`src/rtl/temperature_observer_pkg.sv`:
```
// Shared types and helpers for the temperature observer endpoint.
package temperature_observer_pkg;

   localparam int unsigned SEQ_WIDTH = 8;

   typedef enum logic [1:0] {
      UNSUB      = 2'd0,
      SUB_REQ    = 2'd1,
      SUBSCRIBED = 2'd2,
      UNSUB_REQ  = 2'd3
   } sub_state_t;

   typedef enum logic [1:0] {
      NORMAL  = 2'd0,
      PENDING = 2'd1,
      ACTIVE  = 2'd2
   } alarm_state_t;

   // Add two sequence-width values and clamp at the all-ones maximum.
   function automatic logic [SEQ_WIDTH-1:0] sat_add_seq(
      input logic [SEQ_WIDTH-1:0] a,
      input logic [SEQ_WIDTH-1:0] b
   );
      logic [SEQ_WIDTH:0] sum;
      sum = {1'b0, a} + {1'b0, b};
      if (sum[SEQ_WIDTH]) begin
         sat_add_seq = {SEQ_WIDTH{1'b1}};
      end else begin
         sat_add_seq = sum[SEQ_WIDTH-1:0];
      end
   endfunction

endpackage

```
`src/rtl/temperature_alarm_debouncer.sv`:
```
// Alarm FSM: debounces over-threshold samples, clears with hysteresis,
// and emits a one-cycle pulse when the alarm is raised.
module temperature_alarm_debouncer
   import temperature_observer_pkg::*;
#(
   parameter int unsigned TEMP_WIDTH     = 32,
   parameter int unsigned HYSTERESIS     = 2,
   parameter int unsigned DEBOUNCE_COUNT = 2
) (
   input  logic                  clk,
   input  logic                  rst,
   input  logic                  i_accept,
   input  logic [TEMP_WIDTH-1:0] i_temp,
   input  logic [TEMP_WIDTH-1:0] i_thr,
   input  logic                  i_force_clear,
   output logic                  o_alarm,
   output logic                  o_alarm_pulse
);

   localparam int unsigned           CNT_W   = $clog2(DEBOUNCE_COUNT + 1);
   localparam logic [CNT_W-1:0]      CNT_MAX = CNT_W'(DEBOUNCE_COUNT);
   localparam logic [CNT_W-1:0]      CNT_ONE = CNT_W'(1);
   localparam logic [TEMP_WIDTH-1:0] HYST    = TEMP_WIDTH'(HYSTERESIS);

   alarm_state_t          r_state;
   alarm_state_t          w_state_nxt;
   logic [CNT_W-1:0]      r_cnt;
   logic [CNT_W-1:0]      w_cnt_nxt;
   logic [CNT_W-1:0]      w_cnt_inc;
   logic [TEMP_WIDTH-1:0] w_clear_level;
   logic                  w_over;
   logic                  w_clear;
   logic                  r_alarm;
   logic                  r_pulse;

   // Over/clear decisions; the clear level floors at zero for small thresholds.
   always_comb begin
      w_clear_level = {TEMP_WIDTH{1'b0}};
      if (i_thr > HYST) begin
         w_clear_level = i_thr - HYST;
      end else begin
         w_clear_level = {TEMP_WIDTH{1'b0}};
      end
      w_over    = (i_temp > i_thr);
      w_clear   = (i_temp < w_clear_level);
      w_cnt_inc = r_cnt + CNT_ONE;
   end

   // Next-state logic; leaving the subscription overrides any sample.
   always_comb begin
      w_state_nxt = r_state;
      w_cnt_nxt   = r_cnt;
      if (i_force_clear) begin
         w_state_nxt = NORMAL;
         w_cnt_nxt   = {CNT_W{1'b0}};
      end else if (i_accept) begin
         case (r_state)
            NORMAL: begin
               if (w_over) begin
                  w_cnt_nxt   = CNT_ONE;
                  w_state_nxt = (CNT_MAX == CNT_ONE) ? ACTIVE : PENDING;
               end else begin
                  w_cnt_nxt   = {CNT_W{1'b0}};
                  w_state_nxt = NORMAL;
               end
            end
            PENDING: begin
               if (w_over) begin
                  w_cnt_nxt   = w_cnt_inc;
                  w_state_nxt = (w_cnt_inc == CNT_MAX) ? ACTIVE : PENDING;
               end else begin
                  w_cnt_nxt   = {CNT_W{1'b0}};
                  w_state_nxt = NORMAL;
               end
            end
            ACTIVE: begin
               if (w_clear) begin
                  w_cnt_nxt   = {CNT_W{1'b0}};
                  w_state_nxt = NORMAL;
               end else begin
                  w_cnt_nxt   = r_cnt;
                  w_state_nxt = ACTIVE;
               end
            end
            default: begin
               w_cnt_nxt   = {CNT_W{1'b0}};
               w_state_nxt = NORMAL;
            end
         endcase
      end else begin
         w_state_nxt = r_state;
         w_cnt_nxt   = r_cnt;
      end
   end

   // State, counter and registered alarm outputs.
   always_ff @(posedge clk or posedge rst) begin
      if (rst) begin
         r_state <= NORMAL;
         r_cnt   <= {CNT_W{1'b0}};
         r_alarm <= 1'b0;
         r_pulse <= 1'b0;
      end else begin
         r_state <= w_state_nxt;
         r_cnt   <= w_cnt_nxt;
         r_alarm <= (w_state_nxt == ACTIVE);
         r_pulse <= (w_state_nxt == ACTIVE) && (r_state != ACTIVE);
      end
   end

   assign o_alarm       = r_alarm;
   assign o_alarm_pulse = r_pulse;

endmodule

```
`src/rtl/temperature_alarm_observer.sv`:
```
// Observer endpoint: subscription handshake, notification intake,
// threshold register and dropped-sequence tracking around the alarm FSM.
module temperature_alarm_observer
   import temperature_observer_pkg::*;
#(
   parameter int unsigned TEMP_WIDTH        = 32,
   parameter logic [31:0] OBSERVER_ID       = 32'h0000_A1A2,
   parameter int unsigned DEFAULT_THRESHOLD = 25,
   parameter int unsigned HYSTERESIS        = 2,
   parameter int unsigned DEBOUNCE_COUNT    = 2
) (
   input  logic                  clk,
   input  logic                  rst,
   input  logic                  enable,
   output logic                  sub_req_valid,
   output logic                  sub_req_attach,
   output logic [31:0]           sub_req_id,
   input  logic                  sub_req_ready,
   input  logic                  notify_valid,
   output logic                  notify_ready,
   input  logic [TEMP_WIDTH-1:0] notify_temp,
   input  logic [SEQ_WIDTH-1:0]  notify_seq,
   input  logic                  threshold_we,
   input  logic [TEMP_WIDTH-1:0] threshold_in,
   output logic                  subscribed,
   output logic                  alarm,
   output logic                  alarm_pulse,
   output logic [TEMP_WIDTH-1:0] last_temp,
   output logic [SEQ_WIDTH-1:0]  missed_count
);

   sub_state_t            r_sub_state;
   sub_state_t            w_sub_nxt;
   logic                  r_sub_valid;
   logic                  r_sub_attach;
   logic                  r_subscribed;
   logic                  r_notify_ready;
   logic                  w_handshake;
   logic                  w_accept;
   logic                  w_force_clear;
   logic                  w_enter_sub;
   logic [TEMP_WIDTH-1:0] r_thr;
   logic [TEMP_WIDTH-1:0] w_thr_eff;
   logic [TEMP_WIDTH-1:0] r_last_temp;
   logic [SEQ_WIDTH-1:0]  r_seq_exp;
   logic                  r_seq_armed;
   logic [SEQ_WIDTH-1:0]  r_missed;
   logic [SEQ_WIDTH-1:0]  w_seq_gap;

   assign w_handshake   = r_sub_valid && sub_req_ready;
   assign w_accept      = notify_valid && r_notify_ready;
   assign w_force_clear = (w_sub_nxt == UNSUB) && (r_sub_state != UNSUB);
   assign w_enter_sub   = (w_sub_nxt == SUBSCRIBED) && (r_sub_state != SUBSCRIBED);
   assign w_thr_eff     = threshold_we ? threshold_in : r_thr;
   assign w_seq_gap     = notify_seq - r_seq_exp;

   // Subscription next state; a pending request always finishes its handshake.
   always_comb begin
      w_sub_nxt = r_sub_state;
      case (r_sub_state)
         UNSUB:      w_sub_nxt = enable      ? SUB_REQ    : UNSUB;
         SUB_REQ:    w_sub_nxt = w_handshake ? SUBSCRIBED : SUB_REQ;
         SUBSCRIBED: w_sub_nxt = enable      ? SUBSCRIBED : UNSUB_REQ;
         UNSUB_REQ:  w_sub_nxt = w_handshake ? UNSUB      : UNSUB_REQ;
         default:    w_sub_nxt = UNSUB;
      endcase
   end

   // Subscription state and its registered handshake outputs.
   always_ff @(posedge clk or posedge rst) begin
      if (rst) begin
         r_sub_state    <= UNSUB;
         r_sub_valid    <= 1'b0;
         r_sub_attach   <= 1'b0;
         r_subscribed   <= 1'b0;
         r_notify_ready <= 1'b0;
      end else begin
         r_sub_state    <= w_sub_nxt;
         r_sub_valid    <= (w_sub_nxt == SUB_REQ) || (w_sub_nxt == UNSUB_REQ);
         r_sub_attach   <= (w_sub_nxt == SUB_REQ);
         r_subscribed   <= (w_sub_nxt == SUBSCRIBED);
         r_notify_ready <= (w_sub_nxt == SUBSCRIBED) || (w_sub_nxt == UNSUB_REQ);
      end
   end

   // Threshold register and last accepted temperature.
   always_ff @(posedge clk or posedge rst) begin
      if (rst) begin
         r_thr       <= TEMP_WIDTH'(DEFAULT_THRESHOLD);
         r_last_temp <= {TEMP_WIDTH{1'b0}};
      end else begin
         if (threshold_we) begin
            r_thr <= threshold_in;
         end
         if (w_accept) begin
            r_last_temp <= notify_temp;
         end
      end
   end

   // Sequence tracking; the first sample of each subscription only arms it.
   always_ff @(posedge clk or posedge rst) begin
      if (rst) begin
         r_seq_exp   <= {SEQ_WIDTH{1'b0}};
         r_seq_armed <= 1'b0;
         r_missed    <= {SEQ_WIDTH{1'b0}};
      end else if (w_accept) begin
         if (r_seq_armed) begin
            r_missed <= sat_add_seq(r_missed, w_seq_gap);
         end
         r_seq_exp   <= notify_seq + SEQ_WIDTH'(1);
         r_seq_armed <= 1'b1;
      end else if (w_enter_sub) begin
         r_seq_armed <= 1'b0;
      end
   end

   temperature_alarm_debouncer #(
      .TEMP_WIDTH     (TEMP_WIDTH),
      .HYSTERESIS     (HYSTERESIS),
      .DEBOUNCE_COUNT (DEBOUNCE_COUNT)
   ) u_debouncer (
      .clk           (clk),
      .rst           (rst),
      .i_accept      (w_accept),
      .i_temp        (notify_temp),
      .i_thr         (w_thr_eff),
      .i_force_clear (w_force_clear),
      .o_alarm       (alarm),
      .o_alarm_pulse (alarm_pulse)
   );

   assign sub_req_valid  = r_sub_valid;
   assign sub_req_attach = r_sub_attach;
   assign sub_req_id     = OBSERVER_ID;
   assign notify_ready   = r_notify_ready;
   assign subscribed     = r_subscribed;
   assign last_temp      = r_last_temp;
   assign missed_count   = r_missed;

endmodule
```
`config.mk`:
```
export PLATFORM = sky130hd
export DESIGN_NAME = temperature_alarm_observer
export DESIGN_NICKNAME = d
export VERILOG_FILES = /design/src/rtl/temperature_observer_pkg.sv /design/src/rtl/temperature_alarm_debouncer.sv /design/src/rtl/temperature_alarm_observer.sv
export SDC_FILE = /design/constraint.sdc
export NUM_CORES = 1
export LEC_CHECK = 0
export CORE_MARGIN = 3
export CORE_UTILIZATION = 52
export DETAILED_ROUTE_END_ITERATION = 8
export PLACE_DENSITY = 0.82
export SETUP_SLACK_MARGIN = 0.2
export SLEW_MARGIN = 20
export SYNTH_ARGS = -nofsm -noshare
export SYNTH_HDL_FRONTEND = slang
export SYNTH_SLANG_ARGS = --single-unit
```
`constraint.sdc`:
```
create_clock -name clk -period 5.2 [get_ports clk]
set_input_delay 1.56 -clock clk [delete_from_list [all_inputs] [get_ports clk]]
set_output_delay 1.56 -clock clk [all_outputs]
set_load 0.02 [all_outputs]
```
Word level (Yosys, flattened, before mapping)
Index checks and enable logic that the tools add are counted.
{"block": "classes", "n_lt_le_gt_ge": 3, "add_sub_neg": 5, "mul": 0, "reduce_logical": 15, "div": 0, "eq_ne": 13, "muxes": 22, "n_bitwise": 0, "shifts": 0}
{"cell": "$mux 32", "count": 2}
{"cell": "$gt 32x2->1 const B", "count": 1}
{"cell": "$gt 32x32->1", "count": 1}
{"cell": "$lt 32x32->1", "count": 1}
{"cell": "$sub 32x2->32 const B", "count": 1}
{"cell": "$mux 2", "count": 11}
{"cell": "$eq 2x2->1 const B", "count": 7}
{"cell": "$pmux 2 s3", "count": 2}
{"cell": "$add 8x8->9", "count": 1}
{"cell": "$add 8x1->8 const B", "count": 1}
{"cell": "$mux 8", "count": 1}
{"cell": "$pmux 2 s4", "count": 1}
{"cell": "$sub 8x8->8", "count": 1}
{"cell": "$eq 2x1->1 const B", "count": 3}
{"cell": "$logic_not 2->1", "count": 3}
{"cell": "$reduce_bool 2->1", "count": 3}
{"cell": "$logic_and 1x1->1", "count": 5}
{"cell": "$mux 1", "count": 5}
{"cell": "$ne 2x2->1 const B", "count": 2}
{"cell": "$reduce_and 2->1", "count": 2}
{"cell": "$ne 3x1->1 const B", "count": 1}
{"cell": "$add 2x1->2 const B", "count": 1}
{"cell": "$logic_or 1x1->1", "count": 2}
{"block": "totals", "mem_bits_rw": 0, "regBits": 93, "latch_bits": 0, "word_cells": 72, "out_inout_bits": 78, "n_memories": 0, "in_bits": 78, "romBits": 0}

Logic depth before layout (Yosys ltp)
{"block": "depth", "ltp_word": 10, "depth_mapped": 22, "mapped_depth_nobuf": 16}

Cells and area by module
Synthesis repeated with hierarchy kept, for this count alone.
{"block": "hier_totals", "cells_unflattened": 692, "area_unflattened_um2": 6762.7}
{"module": "temperature_alarm_observer", "cells_per_inst": 347, "area_each_um2": 4205.3, "n_inst": 1, "seq_area_each_um2": 2180.8}
{"module": "temperature_alarm_debouncer", "cells_per_inst": 345, "area_each_um2": 2557.5, "n_inst": 1, "seq_area_each_um2": 150.1}

Worst setup path after synthesis
OpenSTA, ideal clock, no wires.
{"block": "synth_path", "kind": "input to register", "start": "input port threshold_we", "end": "register u_debouncer.r_cnt[1]", "t_required_ps": 5105, "t_arrival_ps": 5433, "setup_ps": 95, "setup_slack_ps": -329, "cell_stages": 20, "n_path_buf": 6, "path_cell_list": "buf_6 -> buf_12 -> buf_6 -> buf_4 -> buf_4 -> buf_2 -> mux2i_1 -> ha_1 -> nand2_1 -> nor2_2 -> nand4_1 -> or3_1 -> nand3_1 -> ha_1 -> a21o_1 -> a211o_1 -> o221ai_1 -> a41oi_1 -> or4b_1 -> o31ai_1"}
{"block": "synth_via", "elab_chain_len": 6, "word_cells_on_any_way": 12, "classes_between": "add/sub: 1; order compare: 3; eq/ne: 1; mux: 6; reduce/logical: 1"}
{"item": "start: declaration", "line_no": "temperature_alarm_observer.sv:23", "text": "input logic threshold_we,"}
{"item": "$mux 32 *"}
{"item": "$sub 32x2->32, or another cell as far along", "line_no": "temperature_alarm_debouncer.sv:40", "text": "w_clear_level = i_thr - HYST;"}
{"item": "$mux 32 / $mux 2 (equally long branches)", "line_no": "temperature_alarm_debouncer.sv:39, temperature_alarm_debouncer.sv:68"}
{"item": "$lt 32x32->1 / $pmux 2 s3 (equally long branches)", "line_no": "temperature_alarm_debouncer.sv:45, temperature_alarm_debouncer.sv:57"}
{"item": "$ne 3x1->1 (no line) / $mux 2 (equally long branches)"}
{"item": "$reduce_and 2->1 (no line) / $mux 2 (equally long branches)"}
{"item": "end signal: assignment", "line_no": "temperature_alarm_debouncer.sv:100", "text": "r_cnt <= {CNT_W{1'b0}};"}
{"item": "end signal: assignment", "line_no": "temperature_alarm_debouncer.sv:105", "text": "r_cnt <= w_cnt_nxt;"}
{"item": "end: declaration", "line_no": "temperature_alarm_debouncer.sv:27", "text": "logic [CNT_W-1:0] r_cnt;"}
Every way passes the cells marked *; elsewhere a longest branch is shown, timed or not. The select of a mux whose other input is x is not followed.
A chain may end at the register's enable or synchronous reset.

Final worst setup path
{"block": "layout_path", "start": "input port threshold_in[3]", "end": "register u_debouncer.r_cnt[1]"}
{"block": "layout_via", "elab_chain_len": 6, "word_cells_on_any_way": 12, "classes_between": "add/sub: 1; order compare: 3; eq/ne: 1; mux: 6; reduce/logical: 1"}
{"item": "start: declaration", "line_no": "temperature_alarm_observer.sv:24", "text": "input logic [TEMP_WIDTH-1:0] threshold_in,"}
{"item": "$mux 32 *"}
{"item": "$sub 32x2->32, or another cell as far along", "line_no": "temperature_alarm_debouncer.sv:40"}
{"item": "$mux 32 / $mux 2 (equally long branches)", "line_no": "temperature_alarm_debouncer.sv:39, temperature_alarm_debouncer.sv:68"}
{"item": "$lt 32x32->1 / $pmux 2 s3 (equally long branches)", "line_no": "temperature_alarm_debouncer.sv:45, temperature_alarm_debouncer.sv:57"}
{"item": "$ne 3x1->1 (no line) / $mux 2 (equally long branches)"}
{"item": "$reduce_and 2->1 (no line) / $mux 2 (equally long branches)"}
Marked as above.

==> report_table.html <==
<table>
<tr><th>Metric</th><th>Value</th></tr>
<tr><th colspan="2">Run status</th></tr>
<tr><td>Status</td><td>finished, final reports clean</td></tr>
<tr><th colspan="2">Finish</th></tr>
<tr><td>Final Cell Area</td><td>9150 µm²</td></tr>
<tr><td>Layout net count</td><td>1042</td></tr>
<tr><td>Total area of multi-input combinational cells</td><td>4350 µm²</td></tr>
<tr><td>Commonest non-fill, non-tap cell in the layout</td><td>clkdlybuf4s50_1</td></tr>
<tr><td>Top library cells by usage in the layout, fill and taps aside</td><td>clkdlybuf4s50_1 (115), dfrtp_1 (89), ha_1 (80)</td></tr>
<tr><td>Filler cell count in the final layout</td><td>949</td></tr>
<tr><td>Fraction of final layout cells with drive strength greater than 1</td><td>0.200</td></tr>
<tr><td>Antenna fix cells</td><td>0</td></tr>
<tr><td>Total area of sequential cells</td><td>2310 µm²</td></tr>
<tr><td>Area added between synthesis and finish</td><td>32.3%</td></tr>
<tr><th colspan="2">Routing</th></tr>
<tr><td>Via count normalized by instance count</td><td>5.61</td></tr>
<tr><td>Violation count after the first detailed-route iteration</td><td>330</td></tr>
<tr><td>Final WL</td><td>18400 µm</td></tr>
<tr><td>Avg WL per Cell</td><td>about 17 µm</td></tr>
<tr><td>DRC violation count after routing</td><td>0</td></tr>
<tr><td>Total via count in the routed design</td><td>about 5900</td></tr>
<tr><td>First-pass iteration count of the detailed router</td><td>5</td></tr>
<tr><td>Antenna Violating Nets Remaining</td><td>0</td></tr>
<tr><th colspan="2">CTS</th></tr>
<tr><td>Worst-path clk slew</td><td>0.06 ns</td></tr>
<tr><td>Total of hold buffers inserted after clock tree synthesis</td><td>0</td></tr>
<tr><td>Maximum root-to-sink buffer count</td><td>2</td></tr>
<tr><td>Number of H-tree branching levels</td><td>3</td></tr>
<tr><td>Clock sinks</td><td>92</td></tr>
<tr><td>TritonCTS clock tree</td><td>yes</td></tr>
<tr><td>Clock insertion delay at the later pin of the skew report</td><td>0.36 ns</td></tr>
<tr><td>Clock root cell</td><td>clkbuf_16</td></tr>
<tr><td>Inserted Clock Buffers</td><td>9</td></tr>
<tr><th colspan="2">Pwr</th></tr>
<tr><td>Overall power of the completed layout</td><td>3860 µW</td></tr>
<tr><td>Worst IR drop on VDD</td><td>0.289 mV</td></tr>
<tr><td>P per Cell Area</td><td>422 nW/µm²</td></tr>
<tr><td>Leakage dissipation</td><td>0.00416 µW</td></tr>
<tr><td>Reg power frac</td><td>0.289</td></tr>
<tr><td>Switching power of the nets</td><td>1480 µW</td></tr>
<tr><td>Clock power frac</td><td>0.170</td></tr>
<tr><td>Portion of total power attributed to combinational logic</td><td>0.541</td></tr>
<tr><td>Internal power</td><td>2370 µW</td></tr>
<tr><td>Switching part of the total power</td><td>0.385</td></tr>
<tr><th colspan="2">Floorplanning</th></tr>
<tr><td>Die Width</td><td>121 µm</td></tr>
<tr><td>Die outline height</td><td>121 µm</td></tr>
<tr><td>DIE AREA</td><td>between 10000 and 15000 µm²</td></tr>
<tr><td>Core Region</td><td>12800 µm²</td></tr>
<tr><td>Initial core utilization</td><td>0.539</td></tr>
<tr><td>Number of placed I/O pins</td><td>roughly 160</td></tr>
<tr><td>Row cnt</td><td>41</td></tr>
<tr><th colspan="2">Global routing</th></tr>
<tr><td>Via count of the first global-routing pass</td><td>6240</td></tr>
<tr><td>Initial antenna violation count</td><td>0</td></tr>
<tr><td>Wire length of the first global-routing pass</td><td>29600 µm</td></tr>
<tr><td>All-layer global routing usage</td><td>0.253</td></tr>
<tr><td>Grt ovf</td><td>0</td></tr>
<tr><td>Pin count of the biggest net entering global routing</td><td>53</td></tr>
<tr><th colspan="2">Place</th></tr>
<tr><td>Cell area reported after detailed placement</td><td>8650 µm²</td></tr>
<tr><td>Placed wire-length estimate after detailed placement</td><td>14700 µm</td></tr>
<tr><td>Place WS</td><td>-0.331 ns</td></tr>
<tr><td>Routability-driven placement congestion ratio</td><td>around 0.94</td></tr>
<tr><td>Quantity of I/O buffers inserted on ports</td><td>123</td></tr>
<tr><th colspan="2">Logic synthesis</th></tr>
<tr><td>Syn. warnings</td><td>0</td></tr>
<tr><td>Area share of the largest cell type after synthesis</td><td>0.322</td></tr>
<tr><td>Cells taking the most area after synthesis</td><td>dfrtp_1 (32%), ha_1 (15%), mux2_2 (5.4%), xnor2_1 (4.1%), buf_4 (3.7%)</td></tr>
<tr><td>Number of distinct library cells after synthesis</td><td>76</td></tr>
<tr><td>Most common flop cell mapped by yosys</td><td>dfrtp_1</td></tr>
<tr><td>Sequential fraction of the synthesis area</td><td>0.334</td></tr>
<tr><td>Post-synthesis instance area</td><td>6910 µm²</td></tr>
<tr><td>Average size of a mapped cell</td><td>between 9 and 10 µm²</td></tr>
<tr><td>Number of instances in the synthesized netlist</td><td>697</td></tr>
<tr><td>Post-synth top area cell</td><td>dfrtp_1</td></tr>
<tr><td>EDFF count, synth</td><td>0</td></tr>
<tr><td>Synthesis-stage register bit count</td><td>just over 90</td></tr>
<tr><td>Fraction of registers with async set/reset</td><td>1.00</td></tr>
<tr><th colspan="2">Critical path</th></tr>
<tr><td>Reg2Reg Depth</td><td>18</td></tr>
<tr><td>Crit start category</td><td>input pin</td></tr>
<tr><td>Worst setup EP type</td><td>flip-flop</td></tr>
<tr><td>Crit path arrival time</td><td>5.08 ns</td></tr>
<tr><td>Critical Path Fanout Max</td><td>5</td></tr>
<tr><td>Critical setup path kind</td><td>in -&gt; reg</td></tr>
<tr><td>CP Data Required Time</td><td>5.46 ns</td></tr>
<tr><th colspan="2">Timing</th></tr>
<tr><td>Fin crit share</td><td>0.928</td></tr>
<tr><td>Final Hold Fails</td><td>0</td></tr>
<tr><td>Worst Setup Slack, final</td><td>approximately 0.38 ns</td></tr>
<tr><td>Worst Skew</td><td>0.0104 ns</td></tr>
<tr><td>Unrepaired setup endpoints after global routing</td><td>no</td></tr>
<tr><td>Least-Margin Pin Slew</td><td>0.924 ns</td></tr>
<tr><td>Minimum clock period</td><td>4.82 ns</td></tr>
<tr><td>Relative slew margins</td><td>0.383</td></tr>
<tr><td>Final-report setup violation count</td><td>0</td></tr>
<tr><td>Setup tns final</td><td>0 ns</td></tr>
<tr><td>Max-slew violation count</td><td>0</td></tr>
<tr><td>Highest clock rate</td><td>207 MHz</td></tr>
<tr><th colspan="2">Worst hold path</th></tr>
<tr><td>Worst hold-check path type</td><td>reg -&gt; reg</td></tr>
<tr><td>Hold Path Cell Cnt</td><td>2</td></tr>
<tr><th colspan="2">Job</th></tr>
<tr><td>Max-Cap Viols</td><td>0</td></tr>
</table>
[routing by layer]
layer,track usage,vias up,wire (µm)
met5,0,-,0
met1,0.296,2894,7270
li1,-,2794,-
met4,0.115,0,571
met3,0.0448,47,961
met2,0.448,203,9560
[layout make-up]
type,count,area share
multi-input combinational,537,0.475
sequential,92,0.252
clock buffer,14,0.0310
clock inverter,2,0.00178
timing repair buffer,192,0.196
inverter,49,0.0202
tap,172,0.0235
[timing repair]
item                       in CTS  in global routing
gates cloned                    0                  0
setup buffers                   1                  6
setup endpoints to repair       5                  5
pin swaps                       1                 15
gates resized for setup         2                 30
[logic make-up after synthesis]
logic type / after synthesis / synth area share
fa+ha+maj: 83 / 0.152
compound gates: 121 / 0.115
simple gates: 195 / 0.159
flops: 92 / 0.334
other cells: 2 / 0.00109
mux: 65 / 0.111
xor+xnor: 41 / 0.0519
buf+inv: 98 / 0.0764
[flip-flops by register name (all words and copies together) (netlist names)]
name,count
subscribed,1
r_seq_exp,8
r_thr,32
sub_req_attach,1
u_debouncer.o_alarm,1
u_debouncer.r_cnt,2
u_debouncer.o_alarm_pulse,1
last_temp,32
r_sub_state,2
r_seq_armed,1
notify_ready,1
u_debouncer.r_state,2
missed_count,8
[worst max-delay path, stage by stage]
cell	delay (ns)
clkdlybuf4s50_1	0.50
buf_4	0.18
mux2i_4	0.21
nand2_2	0.13
nor2_4	0.16
and3_2	0.22
nand3_2	0.12
buf_4	0.16
or3_1	0.30
nand3_1	0.09
ha_1	0.24
nand4_1	0.13
nor3_2	0.07
buf_4	0.13
buf_4	0.12
o221ai_2	0.05
a41oi_2	0.14
or4b_1	0.49
o31ai_1	0.08
[through the flow]
stage	instances	hold WS [ns]	utilization
floorplan	727	0.450	-
global placement	1035	0.467	0.675
detailed placement	1035	0.482	0.675
CTS	1052	0.496	0.699
global route	1058	0.514	0.713
finish	1058	0.494	0.713
[path summary, 6_finish.rpt]
check / start / to / slack, ns
max in group asynchronous: rst / r_thr[21] / 2.79
worst max register to register: r_thr[10] / u_debouncer.r_cnt[1] / 1.62
worst min-delay path: r_seq_exp[4] / r_seq_exp[4] / 0.49
worst min register to register: r_seq_exp[4] / r_seq_exp[4] / 0.49
min in group asynchronous: rst / r_thr[1] / 1.70
worst max-delay path: threshold_in[3] / u_debouncer.r_cnt[1] / 0.38
[cells in the mapped netlist, types with 3 or more instances]
cell	count
nor4_1	4
o21ai_0	33
nor2_1	27
nor3_2	5
dfstp_2	3
and4_1	3
o21ai_1	3
and3_1	5
o21bai_1	3
nand3_1	22
a211o_1	3
nor3_1	13
buf_4	34
inv_1	47
o21a_1	4
nor4b_1	3
mux2i_4	5
o31ai_1	3
xnor2_1	32
nand2_1	61
nor2b_1	6
a21oi_1	32
nor3b_1	3
o22a_1	7
a22oi_1	4
dfrtp_1	89
nand4_1	7
mux2i_1	23
nand2b_1	3
a21o_1	8
mux2i_2	3
or3_1	10
mux2_2	33
xor2_1	9
clkbuf_1	11
nor4_2	4
ha_1	81
[power groups by stage]
stage / clock network (µW) / registers [µW] / logic, µW
6_report: 657 / 1110 / 2080
5_1_grt: 702 / 1150 / 2270
4_1_cts: 671 / 1110 / 2070
3_5_place_dp: 0 / 1120 / 2050
3_3_place_gp: 0 / 1110 / 1970
2_1_floorplan: 0 / 1300 / 1160
Power figures use the tool's default switching activity.
